$ cat src/rtl/condicionador_botoes_if.sv
// Button conditioner bus: raw levels and enable in, pulses/levels/count out.
// master = consumer/driver side, slave = condicionador_botoes.
interface condicionador_botoes_if #(
    parameter int N_BOTOES = 8
);
    logic                habilita;
    logic [N_BOTOES-1:0] botoes_raw;
    logic [N_BOTOES-1:0] botoes_pulso;
    logic [N_BOTOES-1:0] botoes_estavel;
    logic [7:0]          contador_jogadas;

    modport master (
        output habilita,
        output botoes_raw,
        input  botoes_pulso,
        input  botoes_estavel,
        input  contador_jogadas
    );

    modport slave (
        input  habilita,
        input  botoes_raw,
        output botoes_pulso,
        output botoes_estavel,
        output contador_jogadas
    );
endinterface

$ cat src/rtl/condicionador_botoes.sv
// Sync, debounce and edge-detect push-buttons; issue one-hot press pulses.
// Optional move counter: define CONDICIONADOR_CONTADOR_JOGADAS_EN.
module condicionador_botoes #(
    parameter int N_BOTOES        = 8,
    parameter int DEBOUNCE_CICLOS = 50000,
    parameter int SYNC_STAGES     = 2
) (
    input logic                   clk,
    input logic                   rst_n,
    condicionador_botoes_if.slave bus
);
    localparam int CW = $clog2(DEBOUNCE_CICLOS);
    localparam logic [CW-1:0] CNT_MAX = CW'(DEBOUNCE_CICLOS - 1);

    logic [SYNC_STAGES-1:0][N_BOTOES-1:0] sync_q;
    logic [N_BOTOES-1:0]                  sync_w;
    logic [N_BOTOES-1:0][CW-1:0]          cnt_q;
    logic [N_BOTOES-1:0][CW-1:0]          cnt_d;
    logic [N_BOTOES-1:0]                  estavel_q;
    logic [N_BOTOES-1:0]                  estavel_d;
    logic [N_BOTOES-1:0]                  subida;
    logic [N_BOTOES-1:0]                  pendente_q;
    logic [N_BOTOES-1:0]                  pendente_d;
    logic [N_BOTOES-1:0]                  grant;
    logic [N_BOTOES-1:0]                  pulso_q;
    logic [N_BOTOES-1:0]                  pulso_d;

    assign sync_w = sync_q[SYNC_STAGES-1];

    // Synchroniser chain for the asynchronous raw levels.
    always_ff @(posedge clk or negedge rst_n) begin
        if (!rst_n) begin
            sync_q <= '0;
        end else begin
            sync_q[0] <= bus.botoes_raw;
            for (int s = 1; s < SYNC_STAGES; s++) begin
                sync_q[s] <= sync_q[s-1];
            end
        end
    end

    // Per-bit debounce; a rise is flagged on the edge the new level is accepted.
    always_comb begin
        cnt_d     = cnt_q;
        estavel_d = estavel_q;
        subida    = '0;
        for (int i = 0; i < N_BOTOES; i++) begin
            if (sync_w[i] == estavel_q[i]) begin
                cnt_d[i] = '0;
            end else if (cnt_q[i] == CNT_MAX) begin
                estavel_d[i] = sync_w[i];
                cnt_d[i]     = '0;
                subida[i]    = sync_w[i];
            end else begin
                cnt_d[i] = cnt_q[i] + CW'(1);
            end
        end
    end

    // Lowest-index pending bit wins; a same-edge new rise keeps its bit pending.
    always_comb begin
        grant      = pendente_q & (~pendente_q + N_BOTOES'(1));
        pulso_d    = '0;
        pendente_d = '0;
        if (bus.habilita) begin
            pulso_d    = grant;
            pendente_d = (pendente_q & ~grant) | subida;
        end
    end

    // Debounce, pending mask and pulse registers.
    always_ff @(posedge clk or negedge rst_n) begin
        if (!rst_n) begin
            cnt_q      <= '0;
            estavel_q  <= '0;
            pendente_q <= '0;
            pulso_q    <= '0;
        end else begin
            cnt_q      <= cnt_d;
            estavel_q  <= estavel_d;
            pendente_q <= pendente_d;
            pulso_q    <= pulso_d;
        end
    end

    assign bus.botoes_pulso   = pulso_q;
    assign bus.botoes_estavel = estavel_q;

`ifdef CONDICIONADOR_CONTADOR_JOGADAS_EN
    logic [7:0] jogadas_q;
    logic [7:0] jogadas_d;

    // Saturating count of issued pulses.
    always_comb begin
        jogadas_d = jogadas_q;
        if ((|pulso_d) && (jogadas_q != 8'hFF)) begin
            jogadas_d = jogadas_q + 8'd1;
        end
    end

    // Move counter register.
    always_ff @(posedge clk or negedge rst_n) begin
        if (!rst_n) begin
            jogadas_q <= '0;
        end else begin
            jogadas_q <= jogadas_d;
        end
    end

    assign bus.contador_jogadas = jogadas_q;
`else
    assign bus.contador_jogadas = 8'd0;
`endif
endmodule
$ cat src/flat_wrapper.sv
// flat-port wrapper written by rule: the top's interface ports become plain ports
module condicionador_botoes_flat 
#(
    parameter int N_BOTOES        = 8,
    parameter int DEBOUNCE_CICLOS = 50000,
    parameter int SYNC_STAGES     = 2
)
  (clk, rst_n, bus_habilita, bus_botoes_raw, bus_botoes_pulso, bus_botoes_estavel, bus_contador_jogadas);
  condicionador_botoes_if #(.N_BOTOES(N_BOTOES)) bus_i ();
  input logic clk;
  input logic rst_n;
  input wire logic [$bits(bus_i.habilita)-1:0] bus_habilita;
  input wire logic [$bits(bus_i.botoes_raw)-1:0] bus_botoes_raw;
  output wire logic [$bits(bus_i.botoes_pulso)-1:0] bus_botoes_pulso;
  output wire logic [$bits(bus_i.botoes_estavel)-1:0] bus_botoes_estavel;
  output wire logic [$bits(bus_i.contador_jogadas)-1:0] bus_contador_jogadas;
  assign bus_i.habilita = bus_habilita;
  assign bus_i.botoes_raw = bus_botoes_raw;
  assign bus_botoes_pulso = bus_i.botoes_pulso;
  assign bus_botoes_estavel = bus_i.botoes_estavel;
  assign bus_contador_jogadas = bus_i.contador_jogadas;
  condicionador_botoes #(.N_BOTOES(N_BOTOES), .DEBOUNCE_CICLOS(DEBOUNCE_CICLOS), .SYNC_STAGES(SYNC_STAGES)) u_core (.clk(clk), .rst_n(rst_n), .bus(bus_i));
endmodule
$ cat config.mk
export PLATFORM = sky130hd
export DESIGN_NAME = condicionador_botoes_flat
export DESIGN_NICKNAME = d
export VERILOG_FILES = /design/src/rtl/condicionador_botoes_if.sv /design/src/rtl/condicionador_botoes.sv /design/src/flat_wrapper.sv
export SDC_FILE = /design/constraint.sdc
export NUM_CORES = 1
export LEC_CHECK = 0
export BUFFER_PORTS_ARGS = -buffer_cell sky130_fd_sc_hd__buf_2
export CAP_MARGIN = 30
export CORE_UTILIZATION = 33
export CTS_BUF_LIST = sky130_fd_sc_hd__clkbuf_4 sky130_fd_sc_hd__clkbuf_8 sky130_fd_sc_hd__clkbuf_16
export DETAILED_ROUTE_END_ITERATION = 7
export GPL_TIMING_DRIVEN = 0
export HOLD_SLACK_MARGIN = 0.15
export SKIP_LAST_GASP = 1
export SLEW_MARGIN = 30
export SYNTH_ARGS = -nofsm -noshare
export SYNTH_HDL_FRONTEND = slang
export SYNTH_SLANG_ARGS = --single-unit
$ cat constraint.sdc
create_clock -name clk -period 2.5 [get_ports clk]
set_clock_uncertainty 0.05 [all_clocks]
set_input_delay 0.75 -clock clk [delete_from_list [all_inputs] [get_ports clk]]
set_output_delay 0.75 -clock clk [all_outputs]
set_load 0.01 [all_outputs]
# After elaboration in Yosys (flattened, before gate mapping)
# Index checks and enable logic that the tools add are counted.
dict set report classes {
  eq_ne 16
  n_bitwise 13
  mux 34
  mul 0
  n_lt_le_gt_ge 0
  div_mod_pow 0
  shifts 0
  reduce_logical 8
  n_addsub 9
}
# operator n
set ops {}
lappend ops {{$mux 16} 16}
lappend ops {{$add 16x1->16 const B} 8}
lappend ops {{$eq 16x16->1 const B} 8}
lappend ops {{$and 8x8->8} 2}
lappend ops {{$mux 1} 16}
lappend ops {{$mux 8} 2}
lappend ops {{$not 8->8} 2}
lappend ops {{$reduce_and 2->1} 8}
lappend ops {{$add 8x1->8 const B} 1}
lappend ops {{$eq 1x1->1} 8}
lappend ops {{$not 1->1} 8}
lappend ops {{$or 8x8->8} 1}
dict set report word_totals {
  in_bits 11
  mem_count 0
  rom_bits 0
  ramBits 0
  out_inout_bits 24
  ff_bits 168
  latchBits 0
}

# Depth between registers and ports, before layout
# Gate-level depths: netlist of run 1.
dict set report depth {
  word_depth 7
  mapped_depth 6
  ltp_nobuf 5
}

# Worst setup path after synthesis of run 1
# No wires, ideal clock.
dict set report synth_timing {
  path_type {reg2reg}
  from {register u_core.cnt_q[101] (netlist name)}
  to {register u_core.cnt_q[102] (netlist name)}
  period_less_slack_ps 2114
  path_buffers 1
  path_slack_ps 386
  arrival_time_ps 1946
  required_ps 2331
  path_stages_with_launch 6
  cell_sequence {dfrtp_1 > or4b_2 > or4_4 > nand2_1 > buf_4 > nor2_1}
}
# item line_no
set synth_rtl {}
lappend synth_rtl {{start, declared} condicionador_botoes.sv:17} ;# logic [N_BOTOES-1:0][CW-1:0] cnt_q;
lappend synth_rtl {{start signal, assigned} condicionador_botoes.sv:79} ;# cnt_q <= cnt_d;

==> impl_results.md, run 1 <==
* Kind of critical path: reg -> reg
* Setup-violating endpoint count in the final report at 0
* Via density per instance at 4.71
* First-iteration detailed-routing DRC count at 285
* Instance area at placement at 8340 um^2
* Number of buffers inserted during clock tree synthesis at 17
* Peak clock frequency supported by timing at 439 MHz
* Mapped Cells at 751
* Power dissipated by switching net loads at 1.23 mW
* Length of the first detailed-routing pass in iterations at 4
* Comb power frac at 3.4%
* Fraction of registers with async set or reset after synthesis at 100%
* Commonest register cell after synthesis: sky130_fd_sc_hd__dfrtp_1
* Most repeated cell in the gate-level netlist after synthesis: sky130_fd_sc_hd__dfrtp_1
* Area of combinational cells with multiple inputs at ~3300 um^2
* Portion of total power attributed to sequential cells at between 50% and 60%
* Nets@finish at 823
* Half-perimeter wire length of the detailed placement result at 9820 um
* Worst IR drop on VDD at 0.448 mV
* Final design area excluding fillers at 8930 um^2
* Class of the worst hold path: in -> async
* Number of failing hold endpoints at the final stage at 0
* Number of enable flip-flop cells after synthesis at 0
* P&R area growth vs syn at 15.5%
* Cell Area, Synth at 7730 um^2
* Setup slack of the critical path after layout at roughly 0.22 ns
* Run status: completed
* Final Slew Violations at 0
* Cells traversed along the worst timing path: or4b_2 -> or4_4 -> nand2_1 -> buf_4 -> nor2_1
* Ranking of synthesized cells by instance count: sky130_fd_sc_hd__dfrtp_1, sky130_fd_sc_hd__nor2_1, sky130_fd_sc_hd__xnor2_1, sky130_fd_sc_hd__nand3_1
* Fraction of power consumed by the clock network at 45.9%
* Critical path buffer and inverter count at 1
* Antenna violations before repair at 0
* RSZ-0062 raised after global routing: no
* Number of global-route vias before repair at between 5000 and 6000
* Relative max-transition margin at roughly two thirds
* Area inside the core boundary at roughly 23000 um^2
* Port Buf Inserts at 25
* Number of distinct library cells after synthesis at 45
* Maximum number of pins on one net before global-route repair at 64
* Sink Count at approximately 170
* CP max FO at 10
* Max-Cap Viols at 0
* Cts-stage hold buffer count at 0
* Sequential cell area fraction in the yosys report at between 50% and 60%
* Top-Level Pins at 35
* First-pass GRT wire length at 24700 um
* FF-to-FF path depth at 5
* TritonCTS clock tree: yes
* Chip height at 155 um
* Starting Density at 33.9%
* Aggregate global-route resource usage at 12.9%
* Total number of vias at about 5300
* Synthesis Warnings at 0
* Worst flop-to-flop path startpoint: u_core.cnt_q[101]$_DFF_PN0_
* Register area at between 4000 and 5000 um^2
* Leftover overflow at the end of global routing at 0
* Clock root buffer master: sky130_fd_sc_hd__clkbuf_16
* Library cell with the largest summed area after synthesis: sky130_fd_sc_hd__dfrtp_1
* Register-to-register path setup slack at 0.22 ns
* Count of antenna diodes in the layout at 0
* Antenna-violating nets left at 0
* Drc violations at 0
* Post-synthesis average cell area at 10.3 um^2
* Final weighted congestion in routability-driven placement at 0.803
* Aggregate negative setup slack at 0 ns
* Share of post-route cells with drive strength above 1 at 10.9%
* Total Die Area at ~24000 um^2
* Power density over cell area at a little over 600 nW/um^2
* Count of standard-cell rows at 55
* Worst Tran Pin Value at 0.517 ns
* Slowest cell on the critical path: sky130_fd_sc_hd__or4b_2
* Detailed-route wire length at 14200 um
* Delay of the slowest cell on the worst path at ~0.7 ns
* #FFs+latches synth at 168
* Type of element launching the critical path: flop
* Worst-skew pair later-pin latency at between 0.4 and 0.5 ns
* Switching share of total power at between 20% and 30%
* DP Worst Slack at between 0.15 and 0.2 ns
* Worst setup path startpoint: u_core.cnt_q[101]$_DFF_PN0_
* Leakage power total at roughly 3.6 nW
* Avg WL per Cell at 12.6 um
* Biggest area contributors in the synthesized netlist: sky130_fd_sc_hd__dfrtp_1, sky130_fd_sc_hd__xnor2_1, sky130_fd_sc_hd__nor2_1
* Worst Setup End Kind: flop
* Clock input transition at the sequential cells of the worst setup and hold paths at 0.07 ns
* Die Span X at 155 um
* Filler cell count in the final layout at 2224
* Critical R2R Capture: u_core.cnt_q[110]$_DFF_PN0_
* Period utilization at between 90% and 100%
* H-tree depth at 4
* Clock Tree Buf Depth at 2
* Post-route minimum period at 2.28 ns
* WP data arrival at between 2 and 3 ns
* Cell internal pwr at ~4.3 mW
* CP top delay family: simple AND/OR/NAND/NOR gates
* Area share of the leading cell type in the synthesized netlist at 54.4%
* Worst-case hold slack at 0.169 ns
* Required arrival time at the worst endpoint at between 2 and 3 ns
-- power by group through the flow --
stage               combinational (mW)  clock [mW]  sequential, mW
CTS                              0.198        2.62            2.80
detailed placement               0.197           0            2.85
global route                     0.224        2.72            2.81
finish                           0.191        2.54            2.80
global placement                 0.182           0            2.85
floorplan                       0.0963           0            2.85
-- how the worst max path moves through the flow --
stage | endpoint | slack (ns) | cells after the start
3_3_place_gp | u_core.cnt_q[123]$_DFF_PN0_ | -2.06 | 1
4_1_cts | u_core.cnt_q[89]$_DFF_PN0_ | 0.17 | 6
5_1_grt | u_core.cnt_q[89]$_DFF_PN0_ | 0.09 | 6
2_1_floorplan | u_core.cnt_q[102]$_DFF_PN0_ | 0.39 | 5
6_report | u_core.cnt_q[110]$_DFF_PN0_ | 0.22 | 5
3_5_place_dp | u_core.cnt_q[90]$_DFF_PN0_ | 0.18 | 6
-- layer usage --
layer  global-route usage (%)  wire, um
met1                     17.6      7370
met2                     20.1      6340
met3                     2.53       289
met4                     4.81       227
met5                        0         0
-- sequential cells by signal, indices dropped and copies added, names as in the netlist --
register,cells
u_core.bus.botoes_pulso,8
u_core.cnt_q,128
u_core.bus.botoes_estavel,8
u_core.sync_w,8
u_core.pendente_q,8
u_core.sync_q,8
-- cells by family after synthesis --
family	Yosys count	share of synthesized area, %
adder cells (fa/ha/maj)	8	1.29
AND/OR/NAND/NOR	381	25.3
AO/OA/AOI/OAI	20	1.85
multiplexers	8	1.17
other	1	0.0485
XOR/XNOR	116	13.1
buffers and inverters	49	2.83
flip-flops	168	54.4
-- metrics by stage --
stage          power [mW]  util, %  instances
4_1_cts              5.62     39.1       1130
3_5_place_dp         3.05     36.6       1098
6_report             5.53     39.2       1130
3_3_place_gp         3.04     36.3       1096
2_1_floorplan        2.94        -        758
5_1_grt              5.75     39.2       1130
-- area by class of cell --
| class | instances | share of cell area [%] |
|---|---|---|
| flip-flops and latches | 168 | 47.1 |
| inverters | 25 | 1.05 |
| multi-input cells | 541 | 37.5 |
| well taps | 313 | 4.39 |
| clock inverters | 10 | 1.05 |
| repair buffers | 27 | 2.13 |
| clock buffers | 22 | 5.40 |
| plain buffers | 24 | 1.40 |
-- cells in the final DEF, fill, tap and decap left out, drive strengths merged, types with 3 or more instances in the layout --
cell type,synthesis,final
nor4b,5,5
nand3b,4,4
nor3,32,32
a21boi,4,4
nor4bb,8,8
nor2,136,136
o21ai,3,3
o31ai,3,3
or4,6,6
and3,17,17
inv,25,26
clkbuf,14,36
conb,1,8
buf,10,37
a21oi,4,4
or4b,4,4
xnor2,93,93
ha,8,8
xor2,23,23
clkinvlp,0,6
and2,4,4
nand3,48,48
nand4,35,35
nor4,34,34
or3b,4,4
nand2,35,35
dfrtp,168,168
mux2,8,8
-- timing repair --
item,in CTS,in global routing
resized for setup,0,1
setup buffers,0,0
setup endpoints to repair,0,9
Note: power is estimated with default switching activity, not from simulation.
==> run 2: changes to the inputs <==
==> constraint.sdc (replaced) <==
create_clock -name clk -period 2.35 [get_ports clk]
set_clock_uncertainty 0.05 [all_clocks]
set_input_delay 0.705 -clock clk [delete_from_list [all_inputs] [get_ports clk]]
set_output_delay 0.705 -clock clk [all_outputs]
set_load 0.01 [all_outputs]
==> run 2 against run 1 <==
Against the previous run:
- register-to-register slack got worse by 0.11 ns
- maximum frequency rose by 1.6%
- worst hold slack better by 0.13 ns
- cell area up 0.20%
- sequential share of layout area shrank 0.092 points
- non-clock buffer count stayed put
- first-iteration DRC count shrank 6.0%
- total power grew 6.3%
- combinational power rose by 7%
- largest power group unchanged
==> impl_results.md, run 2 (synthesized netlist as in run 1, its figures left out) <==
* Switching share of total power at 22.2% (was 22.3%)
* H-tree depth at 4 (unchanged)
* Power density over cell area at 658 nW/um^2 (was 620 nW/um^2)
* Number of global-route vias before repair at 5193 (was 5190)
* Via density per instance at 4.71 (about the same)
* Chip height at 155 um (unchanged)
* Required arrival time at the worst endpoint at 2.61 ns (was 2.76 ns)
* Leakage power total at 3.65 nW (about the same)
* Clock Tree Buf Depth at 2 (unchanged)
* Worst IR drop on VDD at 0.477 mV (was 0.448 mV)
* Met3 Usage GRT at 2.53% (unchanged)
* Peak clock frequency supported by timing at 446 MHz (was 439 MHz)
* Top-Level Pins at 35 (unchanged)
* Worst Tran Pin Value at 0.516 ns (was 0.517 ns)
* First-pass GRT wire length at 24800 um (was 24700 um)
* Placed cells at 1098 (unchanged)
* Die Span X at 155 um (unchanged)
* Number of failing hold endpoints at the final stage at 0 (unchanged)
* RSZ-0062 raised after global routing: no (unchanged)
* Portion of total power attributed to sequential cells at 50.7% (about the same)
* Aggregate global-route resource usage at 12.9% (about the same)
* Register area at 4200 um^2 (unchanged)
* P&R area growth vs syn at 15.7% (was 15.5%)
* Most common cell after layout, fill and taps aside: sky130_fd_sc_hd__dfrtp_1 (unchanged)
* Instance area at placement at 8340 um^2 (unchanged)
* First-iteration detailed-routing DRC count at 268 (was 285)
* Length of the first detailed-routing pass in iterations at 4 (unchanged)
* Cell internal pwr at 4.58 mW (was 4.30 mW)
* Count of antenna diodes in the layout at 0 (unchanged)
* Final design area excluding fillers at 8940 um^2 (was 8930 um^2)
* Reg with most FFs: u_core.cnt_q (unchanged)
* Post-route minimum period at 2.24 ns (was 2.28 ns)
* Total Die Area at 24000 um^2 (unchanged)
* Global route hottest layer: met2 (unchanged)
* CP max FO at 10 (unchanged)
* Sink Count at 168 (unchanged)
* Period utilization at 95.4% (was 91.1%)
* Filler cell count in the final layout at 2223 (was 2224)
* Leftover overflow at the end of global routing at 0 (unchanged)
* Total setup buffers inserted after CTS at 0 (unchanged)
* Fraction of power consumed by the clock network at 45.8% (was 45.9%)
* Starting Density at 33.9% (unchanged)
* Max-Cap Viols at 0 (unchanged)
* Final weighted congestion in routability-driven placement at 0.803 (unchanged)
* Half-perimeter wire length of the detailed placement result at 9820 um (unchanged)
* Relative max-transition margin at 65.6% (was 65.5%)
* Number of flip-flops under the largest register name at 128 (unchanged)
* Detailed-route wire length at 14200 um (about the same)
* Met2 GRT Util at 20.1% (unchanged)
* Antenna violations before repair at 0 (unchanged)
* Setup-violating endpoint count in the final report at 0 (unchanged)
* Kind of critical path: reg -> reg (unchanged)
* Clock root buffer master: sky130_fd_sc_hd__clkbuf_16 (unchanged)
* Port Buf Inserts at 25 (unchanged)
* Worst-skew pair later-pin latency at 0.42 ns (about the same)
* Run status: completed (unchanged)
* Type of element launching the critical path: flop (unchanged)
* GR Layer Usage met1 at 17.6% (about the same)
* Count of standard-cell rows at 55 (unchanged)
* Nets@finish at 823 (unchanged)
* Number of buffers inserted during clock tree synthesis at 17 (unchanged)
* Avg WL per Cell at 12.6 um (about the same)
* Maximum number of pins on one net before global-route repair at 64 (unchanged)
* Final cell count without fillers at 1130 (unchanged)
* Comb power frac at 3.5% (was 3.4%)
* Share of post-route cells with drive strength above 1 at 11.3% (was 10.9%)
* WP data arrival at 2.50 ns (was 2.54 ns)
* Total number of vias at 5321 (was 5320)
* Area inside the core boundary at 22800 um^2 (unchanged)
* Power dissipated by switching net loads at 1.31 mW (was 1.23 mW)
* Clock input transition at the sequential cells of the worst setup and hold paths at 0.06 ns (was 0.07 ns)
* Class of the worst hold path: reg -> reg (was in -> async)
* Final Slew Violations at 0 (unchanged)
* Antenna-violating nets left at 0 (unchanged)
* Top library cells by usage in the layout, fill and taps aside: sky130_fd_sc_hd__dfrtp_1, sky130_fd_sc_hd__nor2_1, sky130_fd_sc_hd__xnor2_1 (unchanged)
* Area of combinational cells with multiple inputs at 3350 um^2 (about the same)
* TritonCTS clock tree: yes (unchanged)
* Drc violations at 0 (unchanged)
* Worst Setup End Kind: flop (unchanged)
[run 2: repair_timing]
| action | CTS | global route |
|---|---|---|
| endpoints found under the hold margin | 13 | 0 |
| endpoints found under the setup margin | 0 | 30 |
| hold buffers | 1 | 0 |
| resized for setup | 0 | 6 |
[run 2: worst max-delay path, cell delays in order (launching register included)]
cell                      delay [ns]
sky130_fd_sc_hd__dfrtp_1        0.42
sky130_fd_sc_hd__or4b_2         0.68
sky130_fd_sc_hd__or4_4          0.60
sky130_fd_sc_hd__nand2_2        0.13
sky130_fd_sc_hd__buf_4          0.19
sky130_fd_sc_hd__nor2_1         0.06
[run 2: routing by layer]
layer / vias up / share of wire [%] / wire length (um)
li1: 2684 / - / -
met1: 2560 / 51 / 7280
met2: 58 / 45 / 6370
met3: 19 / 2.5 / 351
met4: 0 / 1.6 / 226
met5: - / 0 / 0
[run 2: stage by stage]
step / TNS, ns / setup slack [ns] / utilization [%] / total power [mW] / hold WS, ns
after floorplan: 0 / 0.236 / - / 3.13 / 0.281
after global placement: -361.57 / -2.17 / 36.3 / 3.23 / 0.282
after detailed placement: 0 / 0.0289 / 36.6 / 3.25 / 0.286
after CTS: 0 / 0.0180 / 39.2 / 5.98 / 0.300
after global routing: 0 / 0.0270 / 39.3 / 6.12 / 0.302
final: 0 / 0.109 / 39.3 / 5.88 / 0.297
[run 2: final cells by class]
| type | instances | area share, % |
|---|---|---|
| clock inverters | 10 | 1.05 |
| inverters | 25 | 1.05 |
| multi-input cells | 541 | 37.5 |
| clock buffers | 22 | 5.39 |
| well taps | 313 | 4.38 |
| repair buffers | 28 | 2.24 |
| plain buffers | 23 | 1.40 |
| flip-flops and latches | 168 | 47.0 |
[run 2: worst paths after layout]
kind / from / to / slack, ns / cells after the start
worst max-delay path: u_core.cnt_q[101]$_DFF_PN0_ / u_core.cnt_q[102]$_DFF_PN0_ / 0.11 / 5
worst min-delay path: u_core.sync_q[5]$_DFF_PN0_ / u_core.sync_w[5]$_DFF_PN0_ / 0.30 / 0
worst max register to register: u_core.cnt_q[101]$_DFF_PN0_ / u_core.cnt_q[102]$_DFF_PN0_ / 0.11 / 5
worst min register to register: u_core.sync_q[5]$_DFF_PN0_ / u_core.sync_w[5]$_DFF_PN0_ / 0.30 / 0
max in group asynchronous: rst_n / u_core.cnt_q[94]$_DFF_PN0_ / 0.87 / 3
min in group asynchronous: rst_n / u_core.cnt_q[75]$_DFF_PN0_ / 0.72 / 2
[run 2: power groups by stage]
stage / Sequential, mW / Combinational [mW] / Clock, mW
2_1_floorplan: 3.03 / 0.102 / 0
4_1_cts: 2.98 / 0.212 / 2.78
6_report: 2.98 / 0.205 / 2.69
3_5_place_dp: 3.04 / 0.209 / 0
5_1_grt: 2.99 / 0.240 / 2.89
3_3_place_gp: 3.04 / 0.194 / 0
